`src/rtl/univ_shift_reg_n_pkg.sv`:
```
// Shared mode encoding and helpers for the universal shift register.
package shift_pkg;

  typedef logic [2:0] mode_t;

  localparam mode_t MODE_HOLD = 3'b000;
  localparam mode_t MODE_SHL  = 3'b001;
  localparam mode_t MODE_SHR  = 3'b010;
  localparam mode_t MODE_LOAD = 3'b011;
  localparam mode_t MODE_ROL  = 3'b100;
  localparam mode_t MODE_ROR  = 3'b101;
  localparam mode_t MODE_LFSR = 3'b110;
  localparam mode_t MODE_CLR  = 3'b111;

  // Modes that move bits through the register and therefore advance the word counter.
  function automatic logic is_shift(input mode_t mode);
    return (mode == MODE_SHL) || (mode == MODE_SHR) || (mode == MODE_ROL) ||
           (mode == MODE_ROR) || (mode == MODE_LFSR);
  endfunction

  // Modes that restart word capture.
  function automatic logic is_clear(input mode_t mode);
    return (mode == MODE_LOAD) || (mode == MODE_CLR);
  endfunction

endpackage

```
`src/rtl/univ_shift_reg_n_if.sv`:
```
// Control/data bundle between the board-side driver and the shift register.
interface univ_shift_reg_n_if #(
  parameter int WIDTH = 8,
  parameter int CNT_W = $clog2(WIDTH)
);
  logic             en;
  logic [2:0]       mode;
  logic             sin_r;
  logic             sin_l;
  logic [WIDTH-1:0] pdata;
  logic [WIDTH-1:0] pattern;
  logic [WIDTH-1:0] q;
  logic             z;
  logic             match;
  logic [CNT_W-1:0] cnt;
  logic             word_done;

  modport master (
    output en, mode, sin_r, sin_l, pdata, pattern,
    input  q, z, match, cnt, word_done
  );

  modport slave (
    input  en, mode, sin_r, sin_l, pdata, pattern,
    output q, z, match, cnt, word_done
  );
endinterface

```
`src/rtl/univ_shift_reg_n_word_counter.sv`:
```
// Counts shift operations and pulses word_done for one cycle on every WIDTH-th shift.
module shift_word_counter #(
  parameter int WIDTH = 8,
  parameter int CNT_W = $clog2(WIDTH)
) (
  input  logic             cp,
  input  logic             rst,
  input  logic             en,
  input  logic             inc,
  input  logic             clr,
  output logic [CNT_W-1:0] cnt,
  output logic             word_done
);

  localparam logic [CNT_W-1:0] CNT_LAST = CNT_W'(WIDTH - 1);

  logic [CNT_W-1:0] cnt_d, cnt_q;
  logic             done_d, done_q;

  // Next count and pulse; the pulse defaults low so it never lasts beyond one cycle.
  always_comb begin
    cnt_d  = cnt_q;
    done_d = 1'b0;
    if (en) begin
      if (clr) begin
        cnt_d = '0;
      end else if (inc) begin
        if (cnt_q == CNT_LAST) begin
          cnt_d  = '0;
          done_d = 1'b1;
        end else begin
          cnt_d = cnt_q + 1'b1;
        end
      end
    end
  end

  // Counter and pulse registers; reset drops any partial word silently.
  always_ff @(posedge cp) begin
    if (rst) begin
      cnt_q  <= '0;
      done_q <= 1'b0;
    end else begin
      cnt_q  <= cnt_d;
      done_q <= done_d;
    end
  end

  assign cnt       = cnt_q;
  assign word_done = done_q;

endmodule

```
`src/rtl/univ_shift_reg_n.sv`:
```
// Universal N-bit shift register: shift, rotate, load, LFSR, clear,
// with XOR-tap output, pattern match and word-complete counter.
module univ_shift_reg_n
  import shift_pkg::*;
#(
  parameter int               WIDTH = 8,
  parameter logic [WIDTH-1:0] TAPS  = {2'b11, {(WIDTH-2){1'b0}}}
) (
  input  logic                cp,
  input  logic                rst,
  univ_shift_reg_n_if.slave   bus
);

  localparam int CNT_W = $clog2(WIDTH);

  logic [WIDTH-1:0] q_d, q_q;
  logic             fb;
  logic             inc;
  logic             clr;
  logic [CNT_W-1:0] cnt_w;
  logic             word_done_w;

  // Mode mux; en low holds the register.
  always_comb begin
    q_d = q_q;
    fb  = ^(q_q & TAPS);
    if (bus.en) begin
      case (bus.mode)
        MODE_HOLD: q_d = q_q;
        MODE_SHL:  q_d = {q_q[WIDTH-2:0], bus.sin_r};
        MODE_SHR:  q_d = {bus.sin_l, q_q[WIDTH-1:1]};
        MODE_LOAD: q_d = bus.pdata;
        MODE_ROL:  q_d = {q_q[WIDTH-2:0], q_q[WIDTH-1]};
        MODE_ROR:  q_d = {q_q[0], q_q[WIDTH-1:1]};
        // All-zero is a fixed point of the XOR feedback, so kick it out to 1.
        MODE_LFSR: q_d = (q_q == '0) ? {{(WIDTH-1){1'b0}}, 1'b1}
                                     : {q_q[WIDTH-2:0], fb};
        MODE_CLR:  q_d = '0;
        default:   q_d = q_q;
      endcase
    end
  end

  // Data register.
  always_ff @(posedge cp) begin
    if (rst) q_q <= '0;
    else     q_q <= q_d;
  end

  // Counter control decoded from the current mode.
  always_comb begin
    inc = is_shift(bus.mode);
    clr = is_clear(bus.mode);
  end

  shift_word_counter #(
    .WIDTH (WIDTH),
    .CNT_W (CNT_W)
  ) u_word_counter (
    .cp        (cp),
    .rst       (rst),
    .en        (bus.en),
    .inc       (inc),
    .clr       (clr),
    .cnt       (cnt_w),
    .word_done (word_done_w)
  );

  assign bus.q         = q_q;
  assign bus.z         = ^(q_q & TAPS);
  assign bus.match     = (q_q == bus.pattern);
  assign bus.cnt       = cnt_w;
  assign bus.word_done = word_done_w;

endmodule

```
`src/flat_wrapper.sv`:
```
// flat-port wrapper written by rule: the top's interface ports become plain ports
module univ_shift_reg_n_flat import shift_pkg::*;
#(
  parameter int               WIDTH = 8,
  parameter logic [WIDTH-1:0] TAPS  = {2'b11, {(WIDTH-2){1'b0}}}
)
  (cp, rst, bus_en, bus_mode, bus_sin_r, bus_sin_l, bus_pdata, bus_pattern, bus_q, bus_z, bus_match, bus_cnt, bus_word_done);
  univ_shift_reg_n_if #(.WIDTH(WIDTH)) bus_i ();
  input  logic cp;
  input  logic rst;
  input wire logic [$bits(bus_i.en)-1:0] bus_en;
  input wire logic [$bits(bus_i.mode)-1:0] bus_mode;
  input wire logic [$bits(bus_i.sin_r)-1:0] bus_sin_r;
  input wire logic [$bits(bus_i.sin_l)-1:0] bus_sin_l;
  input wire logic [$bits(bus_i.pdata)-1:0] bus_pdata;
  input wire logic [$bits(bus_i.pattern)-1:0] bus_pattern;
  output wire logic [$bits(bus_i.q)-1:0] bus_q;
  output wire logic [$bits(bus_i.z)-1:0] bus_z;
  output wire logic [$bits(bus_i.match)-1:0] bus_match;
  output wire logic [$bits(bus_i.cnt)-1:0] bus_cnt;
  output wire logic [$bits(bus_i.word_done)-1:0] bus_word_done;
  assign bus_i.en = bus_en;
  assign bus_i.mode = bus_mode;
  assign bus_i.sin_r = bus_sin_r;
  assign bus_i.sin_l = bus_sin_l;
  assign bus_i.pdata = bus_pdata;
  assign bus_i.pattern = bus_pattern;
  assign bus_q = bus_i.q;
  assign bus_z = bus_i.z;
  assign bus_match = bus_i.match;
  assign bus_cnt = bus_i.cnt;
  assign bus_word_done = bus_i.word_done;
  univ_shift_reg_n #(.WIDTH(WIDTH), .TAPS(TAPS)) u_core (.cp(cp), .rst(rst), .bus(bus_i));
endmodule
```
`config.mk`:
```
export PLATFORM = sky130hd
export DESIGN_NAME = univ_shift_reg_n_flat
export DESIGN_NICKNAME = d
export VERILOG_FILES = /design/src/rtl/univ_shift_reg_n_pkg.sv /design/src/rtl/univ_shift_reg_n_if.sv /design/src/rtl/univ_shift_reg_n_word_counter.sv /design/src/rtl/univ_shift_reg_n.sv /design/src/flat_wrapper.sv
export SDC_FILE = /design/constraint.sdc
export NUM_CORES = 1
export LEC_CHECK = 0
export ABC_CLOCK_PERIOD_IN_PS = 4800
export CORE_ASPECT_RATIO = 1.25
export CORE_MARGIN = 2
export CORE_UTILIZATION = 44
export CTS_CLUSTER_SIZE = 20
export DETAILED_ROUTE_END_ITERATION = 10
export GPL_TIMING_DRIVEN = 0
export PLACE_DENSITY_LB_ADDON = 0.05
export SLEW_MARGIN = 40
export SYNTH_ARGS = -nofsm -noshare
export SYNTH_HDL_FRONTEND = slang
export SYNTH_SLANG_ARGS = --single-unit
```
`constraint.sdc`:
```
create_clock -name cp -period 4.8 [get_ports cp]
set_input_delay 0.48 -clock cp [delete_from_list [all_inputs] [get_ports cp]]
set_output_delay 0.48 -clock cp [all_outputs]
set_load 0.02 [all_outputs]
```
==> flow_summary.json <==
{
  "overflow": 0,
  "synth_top_area_share": 0.278,
  "wl_per_cell_um": 14.1,
  "ctsRootBufferMaster": "clkbuf_4",
  "initial_core_util": 0.478,
  "antenna_cells": 0,
  "grt_setup_unrepaired": "no",
  "ys_top_cells_by_area": "dfxtp_1 (28%), a221oi_1 (9.1%), xnor2_1 (8.1%)",
  "hold_viol": 0,
  "required_ns": 4.32,
  "gp_congestion": 0.862,
  "drive_gt1_frac": 0.0909,
  "viasPerCell": 6.09,
  "first_global_vias": 870,
  "period_minus_slack_ns": 2.35,
  "area_growth_pct": 48.6,
  "placed_area_mm2": 0.00125,
  "die_h_um": 53.6,
  "finalSetupViolCount": 0,
  "worstPathMaxFanout": 1,
  "fin_crit_sh": 0.490,
  "cts_tree": "done",
  "hold_class": "reg2reg",
  "grt_antenna_before_repair": 0,
  "via_count": 986,
  "worstPathArrival_ns": 1.87,
  "drv_slew": 0,
  "drtPass1Iterations": 4,
  "cts.repair.resized": 0,
  "worst_pin_slew_ns": 0.715,
  "final_area_mm2": 0.00128,
  "ant_nets": 0,
  "crit_top_cell": "clkdlybuf4s50_1",
  "vdd_drop_max_uv": 127,
  "drtIter0Drc": 28,
  "fmax_mhz": 426,
  "multi_input_comb_area_um2": 581,
  "synth.ff_latch_count": 12,
  "totalWireLength_mm": 2.28,
  "die_w_um": 43.6,
  "yosys_warnings": 0,
  "synth.distinct_cells": 35,
  "yosysSeqAreaShare": 0.278,
  "seq_area_um2": 240,
  "maxCapViolCount": 0,
  "slew_headroom": 0.518,
  "cts_num_sinks": 12,
  "fillers": 157,
  "num_rows": 17,
  "status": "finished clean",
  "coreArea_mm2": 0.00181,
  "synth_area_per_cell_um2": 8.39,
  "grt_pass1_wl_mm": 3.77,
  "path_class": "in2out",
  "fin_tns_setup_ns": 0,
  "clock_skew_ns": 0.00521,
  "clock_path_buffers": 2,
  "port_buffers": 36,
  "path_cells": "clkdlybuf4s50_1, xnor2_1, nand4_1, nor2_1, clkdlybuf4s50_1",
  "hold_buffers": 0,
  "insertion_delay_ns": 0.27,
  "endpoint_kind": "output pin",
  "pin_count": 38,
  "start_kind": "primary input",
  "grt_max_degree": 11,
  "numCtsBuffers": 3,
  "powerDensity_mw_per_mm2": 230,
  "fp.dieArea_mm2": 0.00234,
  "cts_htree_levels": 1,
  "dp_hpwl_mm": 1.77,
  "power.leakage_nw": 0.461,
  "drc_errors": 0,
  "post_cts_buffers": 0,
  "cp_slowest_cell": "clkdlybuf4s50_1",
  "nets": 171,
  "synth_cells": 103,
  "fin_util": 0.711,
  "clk_pin_slew_ns": 0.07,
  "cpPeakStageDelay_ns": 0.60,
  "syn_area_um2": 865,
  "yosysTopAreaCell": "dfxtp_1",
  "track_usage": 0.211,
  "hold_ws_ns": 0.487,
  "synth_fp_nets": 130
}
## kinds of logic (layout without fill, tap and decap cells)
group / count (synthesis) / count (layout) / synth area share
buffers and inverters: 11 / 51 / 0.0506
adder cells (fa/ha/maj): 3 / 3 / 0.0434
AND/OR/NAND/NOR: 33 / 33 / 0.213
AO/OA/AOI/OAI: 35 / 35 / 0.323
multiplexers: 1 / 1 / 0.0116
flip-flops: 12 / 12 / 0.278
XOR/XNOR: 8 / 8 / 0.0810
## power breakdown
part / switching (mW) / leakage (nW) / internal, mW
registers: 0.0111 / 0.0985 / 0.106
logic: 0.0445 / 0.342 / 0.0533
clock network: 0.0351 / 0.0210 / 0.0461
## worst max-delay path: cells and delay by family
kind          cells  cell delay (ns)
buf+inv           2             1.07
simple gates      2             0.20
xor+xnor          1             0.11
## metrics by stage
| step | std cells | setup WS [ns] | power (mW) |
|---|---|---|---|
| 5_1_grt | 162 | 2.36 | 0.308 |
| 3_5_place_dp | 158 | 2.44 | 0.216 |
| 4_1_cts | 162 | 2.44 | 0.296 |
| 6_report | 162 | 2.45 | 0.296 |
| 3_3_place_gp | 158 | 2.45 | 0.214 |
| 2_1_floorplan | 103 | 3.05 | 0.172 |
## placed cells by master (no fill, tap or decap), types with 2 or more instances in the layout
cell / count
clkdlybuf4s50_1: 36
dfxtp_1: 12
a21oi_1: 10
a221oi_1: 9
xnor2_1: 8
nor2_1: 7
nand2_1: 6
inv_1: 5
a211oi_1: 5
clkbuf_1: 4
or2_0: 3
or2_2: 3
ha_1: 3
clkbuf_4: 3
nand4_1: 2
buf_2: 2
nand3b_1: 2
o41ai_2: 2
nand3_1: 2
## flip-flops by register name (all words and copies together) (netlist names)
signal,cells
u_core.bus.q,8
u_core.u_word_counter.cnt,3
u_core.u_word_counter.word_done,1
## cell usage after synthesis
| cell type | number |
|---|---|
| and2_0 | 1 |
| a21oi_1 | 10 |
| or2_0 | 3 |
| o31ai_2 | 1 |
| a311oi_1 | 1 |
| nand4b_1 | 1 |
| mux2i_1 | 1 |
| xnor2_1 | 8 |
| clkbuf_1 | 4 |
| a221o_1 | 1 |
| or2_2 | 3 |
| or4b_4 | 1 |
| nor2_1 | 7 |
| nand3b_1 | 2 |
| o41ai_2 | 2 |
| or3_1 | 1 |
| buf_2 | 2 |
| nand3_1 | 2 |
| nand2b_1 | 1 |
| nand2_1 | 6 |
| a22o_1 | 1 |
| o21bai_1 | 1 |
| nor3_1 | 1 |
| inv_1 | 5 |
| nor3b_1 | 1 |
| o211a_1 | 1 |
| nor2b_1 | 1 |
| o31a_1 | 1 |
| dfxtp_1 | 12 |
| ha_1 | 3 |
| nand4_1 | 2 |
| a221oi_1 | 9 |
| a211oi_1 | 5 |
| o41ai_1 | 1 |
| o21ai_0 | 1 |
## routing by layer
metal | up-vias | part of all wire | global-route usage
met4 | 0 | 0.015 | 0.106
met3 | 6 | 0.071 | 0.0134
met5 | - | 0 | 0
met2 | 53 | 0.49 | 0.370
met1 | 456 | 0.43 | 0.260
li1 | 471 | - | -
## worst paths after layout
path | startpoint | endpoint | slack, ns | cells after the start
worst max-delay path | bus_pattern[1] | bus_match | 2.45 | 5
worst min-delay path | u_core.u_word_counter.cnt[1]$_SDFFE_PP0P_ | u_core.u_word_counter.cnt[1]$_SDFFE_PP0P_ | 0.49 | 2
worst max register to register | u_core.bus.q[6]$_SDFFE_PP0P_ | u_core.bus.q[0]$_SDFFE_PP0P_ | 2.94 | 6
worst min register to register | u_core.u_word_counter.cnt[1]$_SDFFE_PP0P_ | u_core.u_word_counter.cnt[1]$_SDFFE_PP0P_ | 0.49 | 2
## cell type report
cell class | instances | share of cell area
Buffer | 6 | 0.0195
Clock buffer | 4 | 0.0282
Inverter | 5 | 0.0146
Multi-Input combinational cell | 80 | 0.452
Sequential cell | 12 | 0.187
Tap cell | 19 | 0.0185
Timing Repair Buffer | 36 | 0.280
Note: power is estimated with default switching activity, not from simulation.
